===== config.mk =====
export PLATFORM = sky130hd
export DESIGN_NAME = vx_gpr_hazard_gate
export DESIGN_NICKNAME = d
export VERILOG_FILES = /design/src/rtl/vx_gpr_hazard_gate.sv
export SDC_FILE = /design/constraint.sdc
export NUM_CORES = 1
export LEC_CHECK = 0
export BUFFER_PORTS_ARGS = -buffer_cell sky130_fd_sc_hd__buf_2
export CAP_MARGIN = 20
export CORE_ASPECT_RATIO = 1.75
export CORE_MARGIN = 2
export CORE_UTILIZATION = 40
export DETAILED_ROUTE_END_ITERATION = 8
export GPL_TIMING_DRIVEN = 0
export MAX_ROUTING_LAYER = met4
export SKIP_CTS_REPAIR_TIMING = 1
export SYNTH_ARGS = -nofsm -noshare
export SYNTH_HDL_FRONTEND = slang
export SYNTH_SLANG_ARGS = --single-unit

===== constraint.sdc =====
create_clock -name clk -period 5.05 [get_ports clk]
set_input_delay 0.505 -clock clk [delete_from_list [all_inputs] [get_ports clk]]
set_output_delay 0.505 -clock clk [all_outputs]
set_load 0.01 [all_outputs]

===== src/rtl/vx_gpr_hazard_gate.sv =====
// vx_gpr_hazard_gate: per-warp register scoreboard that holds the ibuf head until its operands are free.
// It registers accepted instructions into an elastic slot for the operand stage and counts hazard stall cycles.
module vx_gpr_hazard_gate #(
    parameter int NUM_WARPS = 4,
    parameter int NUM_REGS  = 64,
    parameter int DATAW     = 128,
    parameter int PERF_W    = 32,
    localparam int WIS_W    = $clog2(NUM_WARPS),
    localparam int RW       = $clog2(NUM_REGS)
) (
    input  logic              clk,
    input  logic              reset_n,
    input  logic              ibuf_valid,
    input  logic [WIS_W-1:0]  ibuf_wis,
    input  logic              ibuf_wb,
    input  logic [RW-1:0]     ibuf_rd,
    input  logic [RW-1:0]     ibuf_rs1,
    input  logic [RW-1:0]     ibuf_rs2,
    input  logic [RW-1:0]     ibuf_rs3,
    input  logic [DATAW-1:0]  ibuf_data,
    output logic              ibuf_ready,
    output logic              op_valid,
    output logic [WIS_W-1:0]  op_wis,
    output logic              op_wb,
    output logic [RW-1:0]     op_rd,
    output logic [RW-1:0]     op_rs1,
    output logic [RW-1:0]     op_rs2,
    output logic [RW-1:0]     op_rs3,
    output logic [DATAW-1:0]  op_data,
    input  logic              op_ready,
    input  logic              wb_valid,
    input  logic [WIS_W-1:0]  wb_wis,
    input  logic [RW-1:0]     wb_rd,
    input  logic              wb_eop,
    output logic [PERF_W-1:0] perf_stalls
);
    localparam int PW = WIS_W + 1 + 4 * RW + DATAW;

    logic [NUM_WARPS-1:0][NUM_REGS-1:0] pending_q, pending_d;
    logic [PW-1:0]     op_q, op_d;
    logic              op_valid_q, op_valid_d;
    logic [PERF_W-1:0] perf_q, perf_d;
    logic              hazard, fire_in, wb_set, wb_clr;

    always_comb begin
        hazard     = (pending_q[ibuf_wis][ibuf_rd] & ibuf_wb) | pending_q[ibuf_wis][ibuf_rs1]
                   | pending_q[ibuf_wis][ibuf_rs2] | pending_q[ibuf_wis][ibuf_rs3];
        ibuf_ready = reset_n & !hazard & (!op_valid_q | op_ready);
        fire_in    = ibuf_valid & ibuf_ready;
        wb_set     = fire_in & ibuf_wb & (ibuf_rd != '0);
        wb_clr     = wb_valid & wb_eop & (wb_rd != '0);
        pending_d  = pending_q;
        if (wb_clr) pending_d[wb_wis][wb_rd] = 1'b0;
        // set is applied after clear so a same-entry collision resolves to pending
        if (wb_set) pending_d[ibuf_wis][ibuf_rd] = 1'b1;
        for (int w = 0; w < NUM_WARPS; w++) pending_d[w][0] = 1'b0;
        op_valid_d = fire_in | (op_valid_q & !op_ready);
        op_d       = fire_in ? {ibuf_wis, ibuf_wb, ibuf_rd, ibuf_rs1, ibuf_rs2, ibuf_rs3, ibuf_data} : op_q;
        perf_d     = perf_q + PERF_W'(ibuf_valid & hazard);
    end

    always_ff @(posedge clk or negedge reset_n) begin
        if (!reset_n) begin
            pending_q  <= '0;
            op_q       <= '0;
            op_valid_q <= 1'b0;
            perf_q     <= '0;
        end else begin
            pending_q  <= pending_d;
            op_q       <= op_d;
            op_valid_q <= op_valid_d;
            perf_q     <= perf_d;
        end
    end

    assign op_valid    = op_valid_q;
    assign {op_wis, op_wb, op_rd, op_rs1, op_rs2, op_rs3, op_data} = op_q;
    assign perf_stalls = perf_q;

    a_clr_pending: assert property (@(posedge clk) disable iff (!reset_n)
        !(wb_clr && !pending_q[wb_wis][wb_rd]));
    a_set_clr_collide: assert property (@(posedge clk) disable iff (!reset_n)
        !(wb_set && wb_clr && wb_wis == ibuf_wis && wb_rd == ibuf_rd));
endmodule


==> results.sh <==
export IMPL_synth_area_top_cells="dfrtp_1 (44%), mux4_2 (12%), o31ai_1 (7.7%)"
export IMPL_die_h_um=335
export IMPL_clock_latency_ps=620
export IMPL_numCtsBuffers=43
export IMPL_ys_types=68
export IMPL_critPathCapture="pending_q[246]$_DFF_PN0_"
export IMPL_design_core_area_mm2=0.0621
export IMPL_finalSetupTns_ps=0
export IMPL_r2r_start="pending_q[222]$_DFF_PN0_"
export IMPL_grt_usage_pct=40.4
export IMPL_wire_per_inst_um=37.2
export IMPL_drt_pass1_iter_count=7
export IMPL_num_rows=121
export IMPL_finalMaxSlewViolations=0
export IMPL_dp_hpwl_mm=96.2
export IMPL_synth_edf_count=0
export IMPL_rsz0062_at_grt="false"
export IMPL_whs_ps=134
export IMPL_clk_path_buf_depth=3
export IMPL_crit_start="ibuf_wis[1]"
export IMPL_num_vias=23400
export IMPL_reg2reg_to="pending_q[246]$_DFF_PN0_"
export IMPL_fin_crit_sh_pct=96.9
export IMPL_placed_cells=3366
export IMPL_fin_util_pct=48.1
export IMPL_fin_area_mm2=0.0299
export IMPL_status="finished clean"
export IMPL_cts_root_buf="clkbuf_16"
export IMPL_synth_area_mm2=0.0251
export IMPL_routed_wl_mm=129
export IMPL_synth_fp_nets=2373
export IMPL_fmaxAchievable_mhz=204
export IMPL_max_slew_margin_pct=11.0
export IMPL_grt_pass1_vias=24300
export IMPL_vdd_drop_max_v=0.000360
export IMPL_cp_end_kind="flop"
export IMPL_synth_async_reset_ratio_pct=100
export IMPL_cts_sinks=440
export IMPL_rrSetupSlack_ps=470
export IMPL_crit_path_start_kind="input port"
export IMPL_maxCapViolCount=0
export IMPL_die_x_um=193
export IMPL_synth_seq_cells=440
export IMPL_finalPower_mw=9.78
export IMPL_antenna_left=0
export IMPL_dieArea_mm2=0.0648
export IMPL_worst_pin_slew_ps=1330
export IMPL_nFillCells=5778
export IMPL_final_layout_size_suffix_gt1_share_pct=32.7
export IMPL_final_cell_count_no_fill=3467
export IMPL_cp_arrival_ps=5400
export IMPL_ys_seq_area_share_pct=43.9
export IMPL_placed_area_mm2=0.0282
export IMPL_worst_setup_path_type="in -> reg"
export IMPL_synth_avg_cell_area_um2=11.4
export IMPL_fin_ws_ps=155
export IMPL_synth_largest_area_cell="dfrtp_1"
export IMPL_grt_start_max_net_pins=117
export IMPL_leakage_nw=12.6
export IMPL_grt_pass1_wl_mm=180
export IMPL_port_buffers=344
export IMPL_required_ps=5560
export IMPL_area_delta_synth_final_pct=19.2
export IMPL_grt_ovfl_total=0
export IMPL_h_tree_depth=2
export IMPL_initial_core_util_pct=40.4
export IMPL_synth_top_area_share_pct=43.9
export IMPL_cts_tree="yes"
export IMPL_hold_path_class="in -> reg"
export IMPL_netlist_instances=2202
export IMPL_skew_ps=32.8
export IMPL_yosysWarnings=0
export IMPL_ys_flop_type="dfrtp_1"
export IMPL_period_needed_ps=4890
export IMPL_antenna_found_initial=6
export IMPL_drt_drc_violations_left=0
export IMPL_reg2reg_depth=12
export IMPL_nNetsFinal=2802
export IMPL_hold_viol_final=0
export IMPL_clkTransAtPathRegs_ps=70
export IMPL_powerDensity_mw_per_mm2=328
export IMPL_ios=358
export IMPL_place_gp_congestion=1.04
export IMPL_avgViaCountPerCell=6.75
export IMPL_drtIter0Drc=2761
export IMPL_post_place_ws_ps=-1320
export IMPL_worst_path_max_fanout=10
export IMPL_setup_viol=0
## state kept, by name, summed over array words and instances (netlist names)
register     flops
pending_q      252
op_valid         1
op_q           155
perf_stalls     32
## routing by layer
layer  vias to the layer above  global-route usage [%]  share of wire [%]
li1                       9379                       -                  -
met1                     11600                    41.3                 33
met2                      1831                    66.1                 48
met3                       573                    10.2                9.2
met4                         0                    32.1                 10
met5                         -                       -                  0
## Yosys cell counts, types with 9 or more instances
| cell | number |
|---|---|
| and3_1 | 10 |
| clkbuf_1 | 104 |
| xnor2_1 | 20 |
| mux2_2 | 164 |
| o21ai_0 | 262 |
| dfrtp_1 | 440 |
| buf_6 | 36 |
| o31ai_1 | 256 |
| inv_1 | 13 |
| nand3_1 | 52 |
| nand2b_1 | 10 |
| buf_4 | 10 |
| mux2i_1 | 158 |
| nor4_1 | 16 |
| nor3_1 | 14 |
| nand2_1 | 178 |
| and2_1 | 9 |
| mux4_2 | 130 |
| buf_2 | 36 |
| a22oi_1 | 17 |
| o22ai_1 | 63 |
| nor2_1 | 41 |
| xor2_1 | 10 |
| buf_1 | 14 |
| nand4_1 | 11 |
| nor2b_1 | 15 |
## kinds of logic (layout without fill, tap and decap cells)
family                   count (synthesis)  count (layout)  synth area share (%)
flip-flops                             440             440                  43.9
AND/OR/NAND/NOR                        401             401                  7.94
multiplexers                           452             452                  25.4
AO/OA/AOI/OAI                          663             663                  17.0
buffers and inverters                  214             675                  4.61
XOR/XNOR                                30              30                  1.05
adder cells (fa/ha/maj)                  2               2                0.0998
other                                    0               5                     0
## report_power, final
group	internal (mW)	leakage, nW	switching, mW
sequential	4.00	5.81	0.291
clock	1.81	0.677	1.46
combinational	0.920	6.16	1.30
total	6.73	12.6	3.06
## area by class of cell
type	count	area [um2]	area share, %
buffer	197	1160	3.90
tap	799	1000	3.35
clock buffer	63	1230	4.13
timing repair buffer	387	2270	7.61
inverter	14	60.1	0.201
sequential	440	11000	36.9
multi-input combinational	1548	13000	43.4
antenna	5	12.5	0.0419
clock inverter	14	153	0.511
## critical path, stage by stage
cell      delay, ps
buf_6           160
buf_6           290
buf_6           260
buf_4           300
clkbuf_4        420
mux2i_1         240
o22ai_1          90
nor4_1          320
nand2_1         230
a22oi_1         360
a31oi_1         220
nor4_4          270
buf_4           190
nand4_1         270
buf_2           420
clkbuf_2        410
o31ai_1         370
## worst min path at each step
stage	end	from	slack, ps	cells past startpoint
6_report	op_q[103]$_DFFE_PN0P_	ibuf_data[103]	130	2
5_1_grt	op_q[19]$_DFFE_PN0P_	ibuf_data[19]	130	2
4_1_cts	op_q[50]$_DFFE_PN0P_	reset_n	-140	1
3_5_place_dp	perf_stalls[31]$_DFF_PN0_	perf_stalls[31]$_DFF_PN0_	460	1
3_3_place_gp	perf_stalls[31]$_DFF_PN0_	perf_stalls[31]$_DFF_PN0_	460	1
2_1_floorplan	op_q[0]$_DFFE_PN0P_	reset_n	210	0
## layout by cell type, fill, tap and decap left out, types with 11 or more instances in the layout
master     netlist  final
xnor2_1         20     20
nor2_1          41     36
nand2_1        178    178
clkbuf_2         0     13
nor4_1          16     16
o22ai_1         63     63
clkbuf_1       104    107
mux2_2         164    164
buf_6           36     47
buf_2           36    369
buf_4           10     32
nand4_1         11     11
mux4_2         130    130
mux2i_1        158    157
o21ai_0        262    262
nand3_1         52     52
a22oi_1         17     17
inv_1           13     12
dfrtp_1        440    440
o31ai_1        256    256
nor3_1          14     12
clkbuf_16        0     45
(Power assumes the default switching activity.)
